$ cat src/rtl/fp_pkg.sv
// Shared IEEE 754 helpers for the pipelined floating-point datapath blocks.
// Default geometry is binary32; modules derive their own widths from EXP_W/MAN_W.
package fp_pkg;

  localparam int EXP_W_DEF = 8;
  localparam int MAN_W_DEF = 23;
  localparam int W         = 1 + EXP_W_DEF + MAN_W_DEF;
  localparam int BIAS      = (1 << (EXP_W_DEF - 1)) - 1;
  localparam int EXP_MAX   = (1 << EXP_W_DEF) - 1;

  localparam logic [2:0] CLS_ZERO = 3'd0;
  localparam logic [2:0] CLS_NORM = 3'd1;
  localparam logic [2:0] CLS_INF  = 3'd2;
  localparam logic [2:0] CLS_QNAN = 3'd3;
  localparam logic [2:0] CLS_SNAN = 3'd4;

  // Special-case code carried down the pipe once both operands are classified
  localparam logic [1:0] SP_NONE = 2'd0;
  localparam logic [1:0] SP_NAN  = 2'd1;
  localparam logic [1:0] SP_INF  = 2'd2;
  localparam logic [1:0] SP_ZERO = 2'd3;

  localparam int FLG_INEXACT   = 0;
  localparam int FLG_UNDERFLOW = 1;
  localparam int FLG_OVERFLOW  = 2;
  localparam int FLG_INVALID   = 3;

  function automatic int bias_of(input int exp_w);
    return (1 << (exp_w - 1)) - 1;
  endfunction

  function automatic int exp_max_of(input int exp_w);
    return (1 << exp_w) - 1;
  endfunction

  function automatic logic [63:0] canon_nan(input int exp_w, input int man_w);
    return (((64'd1 << exp_w) - 64'd1) << man_w) | (64'd1 << (man_w - 1));
  endfunction

endpackage

$ cat src/rtl/fp_round_rne.sv
// Round-to-nearest-even on a normalised significand with guard/round/sticky,
// including renormalisation when the increment carries out of the top bit.
module fp_round_rne #(
  parameter int EXP_W = 8,
  parameter int MAN_W = 23
) (
  input  logic [MAN_W:0]          sig,
  input  logic signed [EXP_W+1:0] exp_in,
  input  logic                    guard,
  input  logic                    rnd,
  input  logic                    sticky,
  output logic [MAN_W-1:0]        man,
  output logic signed [EXP_W+1:0] exp_out,
  output logic                    inexact
);

  localparam logic signed [EXP_W+1:0] ONE_S = (EXP_W + 2)'(1);

  logic             round_up;
  logic [MAN_W+1:0] sum;

  always_comb begin
    round_up = guard & (rnd | sticky | sig[0]);
    sum      = {1'b0, sig} + {{(MAN_W + 1){1'b0}}, round_up};
    inexact  = guard | rnd | sticky;
    if (sum[MAN_W+1]) begin
      man     = sum[MAN_W:1];
      exp_out = exp_in + ONE_S;
    end else begin
      man     = sum[MAN_W-1:0];
      exp_out = exp_in;
    end
  end

endmodule

$ cat src/rtl/fmul_pipe.sv
// Three-stage IEEE 754 multiplier (decode, multiply, normalise/round) with
// RNE rounding, DAZ/FTZ, exception flags and a globally stalled valid/ready pipe.
module fmul_pipe
  import fp_pkg::*;
#(
  parameter int EXP_W = EXP_W_DEF,
  parameter int MAN_W = MAN_W_DEF
) (
  input  logic                   clk_i,
  input  logic                   rst_i,
  input  logic                   in_valid_i,
  output logic                   in_ready_o,
  input  logic [EXP_W+MAN_W:0]   a_i,
  input  logic [EXP_W+MAN_W:0]   b_i,
  output logic                   out_valid_o,
  input  logic                   out_ready_i,
  output logic [EXP_W+MAN_W:0]   out_o,
  output logic [3:0]             flags_o
);

  localparam int WW = 1 + EXP_W + MAN_W;
  localparam int SW = MAN_W + 1;
  localparam int PW = 2 * SW;
  localparam int EW = EXP_W + 2;
  localparam logic signed [EW-1:0] BIAS_S = EW'(bias_of(EXP_W));
  localparam logic signed [EW-1:0] EMAX_S = EW'(exp_max_of(EXP_W));
  localparam logic signed [EW-1:0] ONE_S  = EW'(1);
  localparam logic signed [EW-1:0] ZERO_S = '0;
  localparam logic [63:0]          NAN_FULL = canon_nan(EXP_W, MAN_W);
  localparam logic [WW-1:0]        QNAN   = NAN_FULL[WW-1:0];

  function automatic logic [2:0] classify(input logic [EXP_W-1:0] e, input logic [MAN_W-1:0] m);
    if (e == '0) return CLS_ZERO;
    if (e != '1) return CLS_NORM;
    if (m == '0) return CLS_INF;
    return m[MAN_W-1] ? CLS_QNAN : CLS_SNAN;
  endfunction

  function automatic logic [WW+3:0] pack_norm(input logic s, input logic signed [EW-1:0] e,
                                              input logic [MAN_W-1:0] m, input logic inx);
    logic [WW-1:0] w;
    logic [3:0]    f;
    f = '0;
    if (e >= EMAX_S) begin
      w = {s, {EXP_W{1'b1}}, {MAN_W{1'b0}}};
      f[FLG_OVERFLOW] = 1'b1;
      f[FLG_INEXACT]  = 1'b1;
    end else if (e <= ZERO_S) begin
      w = {s, {(WW - 1){1'b0}}};
      f[FLG_UNDERFLOW] = 1'b1;
      f[FLG_INEXACT]   = 1'b1;
    end else begin
      w = {s, e[EXP_W-1:0], m};
      f[FLG_INEXACT] = inx;
    end
    return {w, f};
  endfunction

  logic                 advance;
  logic                 vld_p0, vld_p1, vld_p2;
  logic [2:0]           cls_a, cls_b;
  logic                 is_nan, is_inf, is_zero, inv_d;
  logic [1:0]           spec_d;
  logic                 sign_p0, inv_p0;
  logic [1:0]           spec_p0;
  logic [EXP_W-1:0]     ea_p0, eb_p0;
  logic [SW-1:0]        ma_p0, mb_p0;
  logic                 sign_p1, inv_p1;
  logic [1:0]           spec_p1;
  logic signed [EW-1:0] exp_p1;
  logic [PW-1:0]        prod_p1;
  logic [PW-1:0]        shifted;
  logic signed [EW-1:0] exp_n, exp_r;
  logic [MAN_W-1:0]     man_r;
  logic                 inex_r;
  logic [WW-1:0]        res_d;
  logic [3:0]           flg_d;

  assign advance     = !vld_p2 || out_ready_i;
  assign in_ready_o  = advance;
  assign out_valid_o = vld_p2;

  always_ff @(posedge clk_i) begin
    if (rst_i) begin
      vld_p0 <= 1'b0;
      vld_p1 <= 1'b0;
      vld_p2 <= 1'b0;
    end else if (advance) begin
      vld_p0 <= in_valid_i;
      vld_p1 <= vld_p0;
      vld_p2 <= vld_p1;
    end
  end

  // Stage 1: decode, subnormals read as zero
  always_comb begin
    cls_a   = classify(a_i[WW-2:MAN_W], a_i[MAN_W-1:0]);
    cls_b   = classify(b_i[WW-2:MAN_W], b_i[MAN_W-1:0]);
    is_nan  = (cls_a == CLS_QNAN) || (cls_a == CLS_SNAN) || (cls_b == CLS_QNAN) || (cls_b == CLS_SNAN);
    is_inf  = (cls_a == CLS_INF) || (cls_b == CLS_INF);
    is_zero = (cls_a == CLS_ZERO) || (cls_b == CLS_ZERO);
    inv_d   = (is_inf && is_zero) || (cls_a == CLS_SNAN) || (cls_b == CLS_SNAN);
    spec_d  = SP_NONE;
    if (is_nan || (is_inf && is_zero)) spec_d = SP_NAN;
    else if (is_inf)                   spec_d = SP_INF;
    else if (is_zero)                  spec_d = SP_ZERO;
  end

  always_ff @(posedge clk_i) begin
    if (advance) begin
      sign_p0 <= a_i[WW-1] ^ b_i[WW-1];
      spec_p0 <= spec_d;
      inv_p0  <= inv_d;
      ea_p0   <= a_i[WW-2:MAN_W];
      eb_p0   <= b_i[WW-2:MAN_W];
      ma_p0   <= {1'b1, a_i[MAN_W-1:0]};
      mb_p0   <= {1'b1, b_i[MAN_W-1:0]};
    end
  end

  // Stage 2: significand product and signed biased exponent sum
  always_ff @(posedge clk_i) begin
    if (advance) begin
      sign_p1 <= sign_p0;
      spec_p1 <= spec_p0;
      inv_p1  <= inv_p0;
      prod_p1 <= {{SW{1'b0}}, ma_p0} * {{SW{1'b0}}, mb_p0};
      exp_p1  <= $signed({2'b00, ea_p0}) + $signed({2'b00, eb_p0}) - BIAS_S;
    end
  end

  // Stage 3: normalise, round, then range-check and special-case override
  always_comb begin
    shifted = prod_p1[PW-1] ? prod_p1 : {prod_p1[PW-2:0], 1'b0};
    exp_n   = exp_p1 + (prod_p1[PW-1] ? ONE_S : ZERO_S);
  end

  fp_round_rne #(
    .EXP_W (EXP_W),
    .MAN_W (MAN_W)
  ) u_round (
    .sig     (shifted[PW-1 -: SW]),
    .exp_in  (exp_n),
    .guard   (shifted[MAN_W]),
    .rnd     (shifted[MAN_W-1]),
    .sticky  (|shifted[MAN_W-2:0]),
    .man     (man_r),
    .exp_out (exp_r),
    .inexact (inex_r)
  );

  always_comb begin
    res_d = '0;
    flg_d = '0;
    case (spec_p1)
      SP_NAN: begin
        res_d = QNAN;
        flg_d[FLG_INVALID] = inv_p1;
      end
      SP_INF:  res_d = {sign_p1, {EXP_W{1'b1}}, {MAN_W{1'b0}}};
      SP_ZERO: res_d = {sign_p1, {(WW - 1){1'b0}}};
      default: {res_d, flg_d} = pack_norm(sign_p1, exp_r, man_r, inex_r);
    endcase
  end

  always_ff @(posedge clk_i) begin
    if (rst_i) begin
      out_o   <= '0;
      flags_o <= '0;
    end else if (advance && vld_p1) begin
      out_o   <= res_d;
      flags_o <= flg_d;
    end
  end

endmodule

$ cat config.mk
export PLATFORM = sky130hd
export DESIGN_NAME = fmul_pipe
export DESIGN_NICKNAME = d
export VERILOG_FILES = /design/src/rtl/fp_pkg.sv /design/src/rtl/fp_round_rne.sv /design/src/rtl/fmul_pipe.sv
export SDC_FILE = /design/constraint.sdc
export NUM_CORES = 2
export LEC_CHECK = 0
export BUFFER_PORTS_ARGS = -buffer_cell sky130_fd_sc_hd__buf_2
export CAP_MARGIN = 20
export CORE_MARGIN = 2
export CORE_UTILIZATION = 62
export CTS_CLUSTER_DIAMETER = 50
export DETAILED_ROUTE_END_ITERATION = 7
export GPL_ROUTABILITY_DRIVEN = 0
export HOLD_SLACK_MARGIN = 0.1
export PLACE_DENSITY = 0.89
export SETUP_SLACK_MARGIN = 0.05
export SLEW_MARGIN = 20
export SYNTH_ARGS = -nofsm -noshare
export SYNTH_HDL_FRONTEND = slang
export SYNTH_SLANG_ARGS = --single-unit
$ cat constraint.sdc
create_clock -name clk_i -period 10.87 [get_ports clk_i]
set_input_delay 0.5435 -clock clk_i [delete_from_list [all_inputs] [get_ports clk_i]]
set_output_delay 0.5435 -clock clk_i [all_outputs]
set_load 0.1 [all_outputs]
Yosys cells after proc, flatten, opt, wreduce, memory -nomap -nowiden
Index checks and enable logic that the tools add are counted.

storage, ports and cells
  bits in registers = 167
  word-level logic and storage cells = 104

cells by class
  $add $sub $neg = 5
  multiply operators = 1
  order comparisons = 2
  bitwise operators = 6
  eq/ne operators = 11
  reductions and logical operators = 20
  multiplexer cells = 42

operator list
  kind                                                                                   count
  32-bit case mux with 3 select lines                                                    1
  31-bit two-way mux                                                                     2
  24-bit by 24-bit multiplier with 48-bit output                                         1
  48-bit two-way mux                                                                     1
  23-bit logical NOT                                                                     2
  3-bit two-way mux                                                                      15
  24-bit by 1-bit adder with 25-bit output                                               1
  23-bit two-way mux                                                                     1
  22-bit OR reduction                                                                    1
  1-bit two-way mux                                                                      19
  8-bit logical NOT                                                                      2
  8-bit != test (second input constant)                                                  2
  3-bit by 2-bit == test with 1-bit output (second input constant)                       4
  10-bit by 2-bit adder with 10-bit output                                               1
  10-bit by 2-bit adder with 10-bit output (second input constant)                       1
  10-bit by 9-bit greater-or-equal comparator with 1-bit output (second input constant)  1
  10-bit by 1-bit <= comparator with 1-bit output (second input constant)                1
  10-bit two-way mux                                                                     1
  9-bit by 7-bit subtractor with 10-bit output (second input constant)                   1
  8-bit by 8-bit adder with 9-bit output                                                 1
  1-bit logical OR                                                                       9
  3-bit == test (second input constant)                                                  2
  3-bit logical NOT                                                                      2
  2-bit == test (second input constant)                                                  2
  8 further kinds                                                                        13

Logic depth before layout (Yosys ltp)
  word-level depth = 13
  depth in mapped cells = 26
  depth with buffers taken out = 24

Cells and area by module
Synthesis repeated with hierarchy kept, for this count alone.

unflattened totals
  cells, all modules = 2,710
  area total of the unflattened synthesis = 26,068.8 um^2

modules (own cells, without submodules)
  module        seq. area each (um^2)  cells an instance  times used  area each (um^2)
  fmul_pipe     4,624.4                2,574              1           25,216.7
  fp_round_rne  0.0                    136                1           852.1

Worst setup path after synthesis
OpenSTA, ideal clock, no wires.

  path kind = flip-flop to flip-flop
  start point = register vld_p2, in the netlist out_valid_o
  end point = register out_o[10]
  arrival time = 7,059 ps
  stages on the path, launching flop included = 8
  clock period less this slack = 7,146 ps
  library setup time = 87 ps
  path buffers = 2
  data required time = 10,783 ps
  slack = 3,724 ps
  cell sequence = dfxtp_1 nand2b_1 clkbuf_1 nand2_1 nor2_1 clkbuf_1 o2111ai_1 o31ai_1

between the ends
  cells in the longest elaborated chain, start to end = 3

RTL lines
  what                    line              RTL
  start, declared         fmul_pipe.sv:60   logic vld_p0, vld_p1, vld_p2;
  start signal, assigned  fmul_pipe.sv:91   vld_p2 <= vld_p1;
  1-bit logical NOT       fmul_pipe.sv:79   assign advance = !vld_p2 || out_ready_i;
  1-bit logical OR        fmul_pipe.sv:79
  via in_ready_o          fmul_pipe.sv:12   output logic in_ready_o,
  1-bit logical AND       fmul_pipe.sv:170  end else if (advance && vld_p1) begin
  end signal, assigned    fmul_pipe.sv:171  out_o <= res_d;
  end, declared           fmul_pipe.sv:17   output logic [EXP_W+MAN_W:0] out_o,

The timed path passes the listed nets, and every way through them passes these cells.
A chain may end at the register's enable or synchronous reset.

Worst setup path after layout
  start point = register mb_p0[8]
  end point = register prod_p1[47] (data pin)

between the ends
  cells in the longest elaborated chain, start to end = 1

RTL lines
  what                                            line              RTL
  start, declared                                 fmul_pipe.sv:67   logic [SW-1:0] ma_p0, mb_p0;
  start signal, assigned                          fmul_pipe.sv:117  mb_p0 <= {1'b1, b_i[MAN_W-1:0]};
  24-bit by 24-bit multiplier with 48-bit output  fmul_pipe.sv:127  prod_p1 <= {{SW{1'b0}}, ma_p0} * {{SW{1'b0}}, mb_p0};
  end signal, assigned                            fmul_pipe.sv:127
  end, declared                                   fmul_pipe.sv:71   logic [PW-1:0] prod_p1;

No other way between the ends.

==> flow_metrics.tcl <==
set metrics [dict create \
    status "complete, no violations" \
    synthCells 2790 \
    worstHoldPathType "in -> reg" \
    grt_pass1_wl_um 112000 \
    boundaryPins 106 \
    cts.path.max_buffers 2 \
    finalCritPeriodShare 0.777 \
    fin_area_mm2 0.0282 \
    setup_viol 0 \
    wl_um 69800 \
    io_buffers 105 \
    r2r_start "mb_p0[8]$_DFFE_PN_" \
    required_ns 11.10 \
    drtPass1Iterations 8 \
    ys.flop_type "edfxtp_1" \
    fmax_mhz 118 \
    antenna_found_initial 1 \
    syn_avg_cell_area_um2 9.55 \
    reg2reg_to "prod_p1[47]$_DFFE_PN_" \
    viasPerCell 6.01 \
    grt.overflow.total 0 \
    fin_nets 3562 \
    placed_area_mm2 0.0275 \
    drive_gt1_frac 0.0715 \
    ys_ff_latch 167 \
    final_common_cell "inv_1" \
    syn-num-nets 3539 \
    cpMostUsedCell "fa_1" \
    holdPathEnd "mb_p0[9]$_DFFE_PN_" \
    period_minus_slack_ns 8.45 \
    reg2reg_depth 23 \
    ctsResizeCount 0 \
    num_vias 20200 \
    ys_types 87 \
    ys_warn_count 0 \
    first_iter_violations 1905 \
    syn_to_final_growth_pct 5.87 \
    cpPeakStageDelay_ns 0.83 \
    hold_viol 0 \
    final_cell_mix "inv_1, fa_1, nand2_1" \
    timing.setup.tns_ns 0 \
    cp_max_fo 16 \
    clock-sinks 167 \
    cts_setup_buffers 0 \
    synth_edf_count 128 \
    die_area_mm2 0.0447 \
    r2r_slack_ns 2.42 \
    h-tree-depth 4 \
    initial_core_util 0.631 \
    critPathKind "reg -> reg" \
    cap_violations 0 \
    crit_arrival_ns 8.68 \
    finClkSkew_ns 0.0222 \
    clk_pin_slew_ns 0.08 \
    cp_slowest_cell "edfxtp_1" \
    grt_pass1_vias 21700 \
    hold_path_startpoint "b_i[9]" \
    core_mm2 0.0422 \
    drtAntennaViolNets 0 \
    cp-start-kind "flop" \
    cp-end-kind "flop" \
    hold_buffers 0 \
    root_buffer "clkbuf_16" \
    grt_max_degree 70 \
    fp.dieW_um 211 \
    synth-seq-area-share 0.173 \
    slew_headroom 0.202 \
    cts_tree "built" \
    worst_pin_slew_ns 1.20 \
    drcViolationCount 0 \
    rsz0062_at_grt "no" \
    grt_use_total 0.329 \
    syn_area_mm2 0.0267 \
    hold-path-cell-count 1 \
    routedWlPerCell_um 20.7 \
    numCtsBuffers 17 \
    dp_hpwl_um 53400 \
    path_cells "clkinv_1 -> nor2_1 -> fa_1 -> fa_1 -> inv_1 -> fa_1 -> inv_1 -> fa_1 -> inv_1 -> fa_1 -> inv_1 -> fa_1 -> inv_1 -> fa_1 -> inv_1 -> ha_1 -> and3_1 -> nand2_1 -> a2111oi_1 -> o221a_2 -> o31ai_1 -> o41ai_1 -> xnor2_1" \
    rows 75 \
    drv_slew 0 \
    die_height_um 211 \
    clock_latency_ns 0.50 \
    async_flop_share 0 \
    diodes 0 \
]
## cell usage after synthesis, drive strengths merged (13+ instances only)
master  instances  area share
a21o           26      0.0073
clkbuf        113       0.016
nand4          32      0.0077
and2          259       0.061
nor2           77       0.011
a21oi          83       0.016
mux2i          18      0.0068
xor2           34       0.011
nand2         345       0.049
fa            483        0.36
xnor2          57       0.019
buf            17      0.0036
nand3          29      0.0054
nor4           22      0.0054
inv           601       0.085
o21ai          33      0.0069
ha            198       0.093
o31ai          20      0.0066
dfxtp          39       0.029
a211oi         13      0.0042
o21bai         13      0.0037
edfxtp        128        0.14
## cell families after synthesis
logic type | after synthesis | synth area share
xor gates and xnor gates | 91 | 0.0302
buffers and inverters | 734 | 0.105
muxes | 23 | 0.00887
adders and majority gates | 681 | 0.456
DFF | 167 | 0.173
and+or+nand+nor | 838 | 0.158
AOI/OAI and AO/OA | 256 | 0.0690
## per-stage QoR
stage | util | std cells | worst slack [ns] | hold WS [ns]
3_5_place_dp | 0.652 | 3330 | 2.45 | 0.406
6_report | 0.668 | 3365 | 2.42 | 0.226
4_1_cts | 0.667 | 3362 | 2.43 | 0.200
3_3_place_gp | 0.652 | 3330 | 2.75 | 0.401
5_1_grt | 0.668 | 3365 | 2.24 | 0.217
2_1_floorplan | - | 2790 | 3.72 | 0.400
## layer usage
metal	GRT usage	vias up	routed length, um
met5	0	-	13
met4	0.188	2	4530
met3	0.101	360	8790
met2	0.516	1355	31700
met1	0.405	9818	24800
li1	-	8676	-
## critical path, delay by kind of cell, from the launching register on
family | cells | cell delay (ns)
fa+ha+maj | 8 | 3.85
compound gates | 4 | 1.82
buf+inv | 7 | 0.93
flops | 1 | 0.83
simple gates | 3 | 0.61
xor+xnor | 1 | 0.14
## state kept, by name, summed over array words and instances, names as in the netlist, 2 cells and up
signal / count
prod_p1: 48
ea_p0: 8
flags_o: 4
out_o: 32
spec_p0: 2
mb_p0: 23
ma_p0: 23
eb_p0: 8
exp_p1: 10
spec_p1: 2
## worst max-delay path by stage
stage | startpoint | end | slack [ns] | cells after the start
floorplan | out_valid_o$_SDFFE_PP0N_ | out_o[10]$_SDFFE_PP0P_ | 3.72 | 7
global placement | mb_p0[8]$_DFFE_PN_ | prod_p1[47]$_DFFE_PN_ | 2.75 | 23
detailed placement | mb_p0[8]$_DFFE_PN_ | prod_p1[47]$_DFFE_PN_ | 2.45 | 23
CTS | mb_p0[8]$_DFFE_PN_ | prod_p1[47]$_DFFE_PN_ | 2.43 | 23
global route | mb_p0[8]$_DFFE_PN_ | prod_p1[47]$_DFFE_PN_ | 2.24 | 23
finish | mb_p0[8]$_DFFE_PN_ | prod_p1[47]$_DFFE_PN_ | 2.42 | 23
## cell type report
cell class / instances / area [um2]
Inverter: 604 / 2270
Sequential cell: 167 / 4620
Timing Repair Buffer: 134 / 766
Clock buffer: 17 / 425
Clock inverter: 15 / 211
Fill cell: 3015 / 14000
Multi-Input combinational cell: 1889 / 19300
Tap cell: 539 / 674
Power is left out: the tool's default activity adds up to more than one toggle a clock period on the data nets, which glitch-free logic cannot reach.
